[config.mk]
export PLATFORM = sky130hd
export DESIGN_NAME = seq_scan_my
export DESIGN_NICKNAME = d
export VERILOG_FILES = /design/src/rtl/seq_bench_pkg.sv /design/src/rtl/scan_ctrl.sv /design/src/rtl/seq_scan_my.sv
export SDC_FILE = /design/constraint.sdc
export NUM_CORES = 1
export LEC_CHECK = 0
export BUFFER_PORTS_ARGS = -buffer_cell sky130_fd_sc_hd__buf_2
export CAP_MARGIN = 5
export CORE_ASPECT_RATIO = 0.6
export CORE_UTILIZATION = 43
export DETAILED_ROUTE_END_ITERATION = 12
export PLACE_DENSITY = 0.84
export SLEW_MARGIN = 0
export SYNTH_ARGS = -nofsm -noshare
export SYNTH_HDL_FRONTEND = slang
export SYNTH_SLANG_ARGS = --single-unit
[constraint.sdc]
create_clock -name CK -period 1.3 [get_ports CK]
set_clock_uncertainty 0.05 [all_clocks]
set_input_delay 0.26 -clock CK [delete_from_list [all_inputs] [get_ports CK]]
set_output_delay 0.26 -clock CK [all_outputs]
set_load 0.01 [all_outputs]
[src/rtl/seq_bench_pkg.sv]
// seq_bench_pkg: shared defaults and the scan controller state type for seq_scan_my.
`default_nettype none

package seq_bench_pkg;

   localparam int NIN_DEF    = 36;
   localparam int NOUT_DEF   = 23;
   localparam int NSTATE_DEF = 19;

   typedef enum logic [0:0] {
      FUNC  = 1'b0,
      SHIFT = 1'b1
   } scan_state_e;

endpackage

`default_nettype wire

[src/rtl/scan_ctrl.sv]
// scan_ctrl: FUNC/SHIFT controller, modulo-NSTATE shift counter and full-chain pulse.
`default_nettype none

module scan_ctrl
   import seq_bench_pkg::*;
#(
   parameter int NSTATE = NSTATE_DEF,
   parameter int CW     = $clog2(NSTATE)
) (
   input  logic          clk_i,
   input  logic          rst_ni,
   input  logic          se_i,
   output logic [CW-1:0] cnt_o,
   output logic          done_o
);

   scan_state_e   state_q, state_d;
   logic [CW-1:0] cnt_q, cnt_d;
   logic          done_q, done_d;
   logic          wrap;

   always_ff @(posedge clk_i or negedge rst_ni) begin
      if (!rst_ni) begin
         state_q <= FUNC;
         cnt_q   <= '0;
         done_q  <= 1'b0;
      end else begin
         state_q <= state_d;
         cnt_q   <= cnt_d;
         done_q  <= done_d;
      end
   end

   always_comb begin
      state_d = state_q;
      case (state_q)
         FUNC:    if (se_i)  state_d = SHIFT;
         SHIFT:   if (!se_i) state_d = FUNC;
         default: state_d = FUNC;
      endcase
   end

   // A wrap needs at least one earlier shifting edge, so it can only occur in SHIFT.
   always_comb begin
      wrap   = (cnt_q == CW'(NSTATE - 1));
      cnt_d  = '0;
      done_d = 1'b0;
      if (se_i) begin
         cnt_d  = wrap ? '0 : cnt_q + CW'(1);
         done_d = (state_q == SHIFT) && wrap;
      end
   end

   assign cnt_o  = cnt_q;
   assign done_o = done_q;

endmodule

`default_nettype wire

// rtl/seq_scan_my.sv
// seq_scan_my: scannable sequential benchmark; define SCAN_OBFUSCATE_EN to XOR the
// scan-out stream with KEY[CNT] while shifting.
`default_nettype none

module seq_scan_my
   import seq_bench_pkg::*;
#(
   parameter int NIN    = NIN_DEF,
   parameter int NOUT   = NOUT_DEF,
   parameter int NSTATE = NSTATE_DEF
) (
   input  logic              CK,
   input  logic              RN,
   input  logic [NIN-1:0]    IN,
   input  logic              SE,
   input  logic              SI,
   input  logic [NSTATE-1:0] KEY,
   output logic [NOUT-1:0]   OUT,
   output logic              SO,
   output logic              SHIFT_DONE
);

   localparam int CW = $clog2(NSTATE);

   logic [NSTATE-1:0] s_q, s_d;
   logic [CW-1:0]     cnt;
   logic              unused_in;

   always_ff @(posedge CK or negedge RN) begin
      if (!RN) s_q <= '0;
      else     s_q <= s_d;
   end

   for (genvar i = 0; i < NSTATE; i++) begin : g_state
      localparam int PREV = (i + NSTATE - 1) % NSTATE;
      localparam int NEXT = (i + 1) % NSTATE;
      if (i == 0) begin : g_head
         assign s_d[i] = SE ? SI
                            : s_q[PREV] ^ (IN[i % NIN] & ~s_q[NEXT]);
      end else begin : g_body
         assign s_d[i] = SE ? s_q[PREV]
                            : s_q[PREV] ^ (IN[i % NIN] & ~s_q[NEXT]);
      end
   end

   for (genvar j = 0; j < NOUT; j++) begin : g_out
      assign OUT[j] = s_q[j % NSTATE] ^ IN[j % NIN];
   end

   // Not every IN bit reaches the logic for all parameter sets.
   assign unused_in = ^IN;

   scan_ctrl #(
      .NSTATE (NSTATE),
      .CW     (CW)
   ) u_ctrl (
      .clk_i  (CK),
      .rst_ni (RN),
      .se_i   (SE),
      .cnt_o  (cnt),
      .done_o (SHIFT_DONE)
   );

`ifdef SCAN_OBFUSCATE_EN
   assign SO = SE ? (s_q[NSTATE-1] ^ KEY[cnt]) : s_q[NSTATE-1];
`else
   logic unused_key;
   assign unused_key = ^{KEY, cnt};
   assign SO         = s_q[NSTATE-1];
`endif

endmodule

`default_nettype wire

==> out/qor.log <==
[status] status finished with violations
[placed_design] worst setup slack after placement 0.1309 ns
[clock_network] number of CTS-inserted buffers 3
[pwr] overall power 4.062 mW
[synthesis] total of warnings raised by yosys 0
[sta] max-slew violations 0
[floorplan] die outline area 0.003481 mm2
[finish] count of antenna diodes in the layout 0
[clock_network] Clock Sink Count 26
[clock_network] maximum buffer depth of the clock tree 2
[worst_setup_path] type of the worst setup path reg2out
[worst_setup_path] CP Data Arrival Time 1.05 ns
[clock_network] CTS clock-pin slew for the worst setup and hold paths 0.09 ns
[synthesis] largest family of logic cells by synthesized area XOR/XNOR gates
[finish] area of all placed cells without fillers 0.001963 mm2
[finish] combined flip-flop and latch cell area 653.1 um2
[clock_network] Max H-tree Level 1
[floorplan] top-level port count 84
[floorplan] Horiz. Die Dim 75.50 um
[clock_network] root cell of the clock tree sky130_fd_sc_hd__clkbuf_8
[route] routed wire length 3404 um
[worst_hold_path] classification of the worst-slack hold path in2reg
[synthesis] share of the synthesized netlist area taken by xor and xnor gates 27.02%
[placed_design] placed inst area 0.001693 mm2
[sta] final worst-path cycle share 104.6%
[synthesis] count of unique library cells instantiated by Yosys 23
[worst_setup_path] CP peak stage delay 0.40 ns
[sta] Final min period 1.360 ns
[global_route] met3 usage 5.033%
[sta] headroom to the max-slew limit 60.60%
[floorplan] starting density of the core 47.00%
[global_route] global-route wire length before repair 5168 um
[sta] Setup Total Neg Slack -0.1220 ns
[route] number of vias per cell 4.734
[route] WL/cell 14.12 um
[pwr] cell area power density 2069 mW/mm2
[synthesis] Mapped Cells 117
[clock_network] clock network latency to the later pin of the worst-skew pair 0.27 ns
[worst_setup_path] Setup crit start kind register
[finish] synthesis-to-finish area growth 40.84%
[pwr] switching power share of the total 36.87%
[synthesis] Syn Nets 178
[synthesis] post-synthesis sequential element count 26
[worst_setup_path] data required time of the critical path 0.99 ns
[pwr] combinational cell fraction of total power 52.9%
[worst_setup_path] maximum fanout along the worst path 2
[worst_setup_path] sort of element at the end of the critical path output port
[global_route] GR Util met1 23.44%
[pwr] LEAKAGE 0.9846 nW
[sta] setup repair after global routing missed its margin yes
[synthesis] Syn Std Cell Area 0.001394 mm2
[pwr] largest voltage drop on the vdd net 1.131 mV
[finish] Multi-input gate area 703.2 um2
[route] violation count after the first detailed-route iteration 52
[finish] layout net count 261
[route] via count 1141
[status] violations in the final reports setup timing
[placed_design] IO buf count 51
[synthesis] part of the Yosys area used for sequential elements 46.68%
[floorplan] die height 46.10 um
[flow_run] number of max-capacitance violations reported 0
[global_route] maximum number of pins on one net before global-route repair 27
[clock_network] TritonCTS clock tree yes
[sta] Highest Clock Rate 735.4 MHz
[finish] filler cell count 243
[global_route] grt met2 use 39.82%
[worst_setup_path] Crit-path slowest cell sky130_fd_sc_hd__dfrtp_1
[route] drt drc 0
[synthesis] Synth Area in Simple Gates 20.02%
[sta] number of setup violations in the final report 4
[worst_setup_path] Cell Chain, Critical Path xor2_1 -> buf_2
[sta] Worst Setup Slack, final -0.05982 ns
[pwr] Internal Power 2.565 mW
[global_route] global router's overall resource usage 21.00%
[pwr] Switching Power 1.498 mW
[floorplan] row cnt 15
[global_route] most heavily used metal layer in global routing met2
[route] length of the first detailed-routing pass in iterations 4
[global_route] number of antenna violations at the first check in global routing 0
[finish] end-of-flow core utilization 66.20%
[sta] Fin. Hold Viols 0
[synthesis] compound-gate portion of the synthesized area 1.616%
[sta] worst-margin pin slew 0.5910 ns
[global_route] via count of the first global-routing pass 1113
[pwr] sequential share of power 34.4%
[placed_design] gpl congestion 0.6378
[floorplan] area of the placeable core 0.002965 mm2
[route] Post-DRT Antenna Nets 0
[synthesis] post-synthesis adder-cell area fraction 1.795%
[synthesis] per-instance average area after synthesis 11.91 um2
[placed_design] Final HPWL DP 2222 um
[finish] fraction of layout instances using a drive strength above 1 48.24%
[pwr] power share of the clock group 12.8%
[global_route] sum of overflow across all layers after global routing 0
[synthesis] post-synthesis mux area share 0%
-- per-layer routing --
layer / vias up / wire (um)
li1: 543 / -
met1: 551 / 1410
met2: 39 / 1735
met3: 8 / 162
met4: 0 / 96
met5: - / 0
-- flip-flops by register name, summed over array words and instances, names as in the netlist --
register	count
u_ctrl.done_o	1
u_ctrl.state_q	1
u_ctrl.cnt_o	5
s_q	19
-- layout by cell type (no fill, tap or decap), drive strengths merged, types with 2 or more instances in the layout --
cell,Yosys,routed
buf,3,80
ha,2,2
xor2,38,38
nand2b,2,2
clkbuf,0,4
nor2,6,6
nand2,7,7
xnor2,5,5
dfrtp,26,26
nand3b,2,2
a21oi,2,2
nor3b,15,15
-- power groups by stage --
stage	combinational (mW)	sequential [mW]	clock, mW
final	2.15	1.40	0.519
after global routing	2.36	1.43	0.569
after CTS	1.98	1.39	0.524
after detailed placement	1.35	1.57	0
after global placement	1.30	1.55	0
after floorplan	0.829	1.48	0
-- logic make-up after synthesis --
group / count (synthesis)
XOR/XNOR: 43
AND/OR/NAND/NOR: 38
AO/OA/AOI/OAI: 4
buffers and inverters: 4
flip-flops: 26
adder cells (fa/ha/maj): 2
-- worst paths after layout --
| check | from | to | slack (ns) | cells past startpoint |
|---|---|---|---|---|
| max | s_q[18] | OUT[18] | -0.06 | 2 |
| min | SI | s_q[0] | 0.16 | 3 |
| max in group asynchronous | RN | s_q[0] | 0.30 | 2 |
| max reg2reg | s_q[7] | s_q[6] | 0.09 | 4 |
| min in group asynchronous | RN | s_q[6] | 0.47 | 2 |
| min reg2reg | u_ctrl.state_q | u_ctrl.done_o | 0.45 | 2 |
-- synth_stat cells, drive strengths merged --
cell / count / area (um2)
dfrtp: 26 / 650.6
a21oi: 2 / 10.01
nand3b: 2 / 15.01
inv: 1 / 3.750
ha: 2 / 25.02
and2: 1 / 6.260
xnor2: 5 / 43.79
buf: 3 / 36.28
a21boi: 1 / 7.510
nand2b: 2 / 12.51
nor3: 1 / 5.000
nand2: 7 / 26.28
nor2: 6 / 22.52
nand4: 1 / 6.260
nand3: 1 / 5.000
o21ai: 1 / 5.000
nor2b: 1 / 6.260
xor2: 38 / 332.8
nand4bb: 1 / 11.26
nor3b: 15 / 162.7
-- through the flow --
step / instances / hold WS (ns)
after floorplan: 117 / -0.08559
after global placement: 209 / 0.2255
after detailed placement: 209 / 0.2401
after CTS: 234 / 0.1452
after global routing: 241 / 0.1647
final: 241 / 0.1557
-- critical path, delay by kind of cell, from the launching register on --
kind	cells	cell delay, ns
DFF	1	0.40
xor gates and xnor gates	1	0.20
buffers and inverters	1	0.18
-- cell type report --
class,count,area share (%)
flip-flops and latches,26,33.27
inverters,1,0.1912
well taps,42,2.677
repair buffers,81,25.24
clock buffers,4,2.804
multi-input cells,87,35.82
-- timing repair --
action	4_1_cts	5_1_grt
hold buffers	1	0
gates resized for setup	1	1
setup endpoints to repair	23	24
hold endpoints to repair	26	0
setup buffers	20	7
pin swaps	4	17
Power figures use the tool's default switching activity.
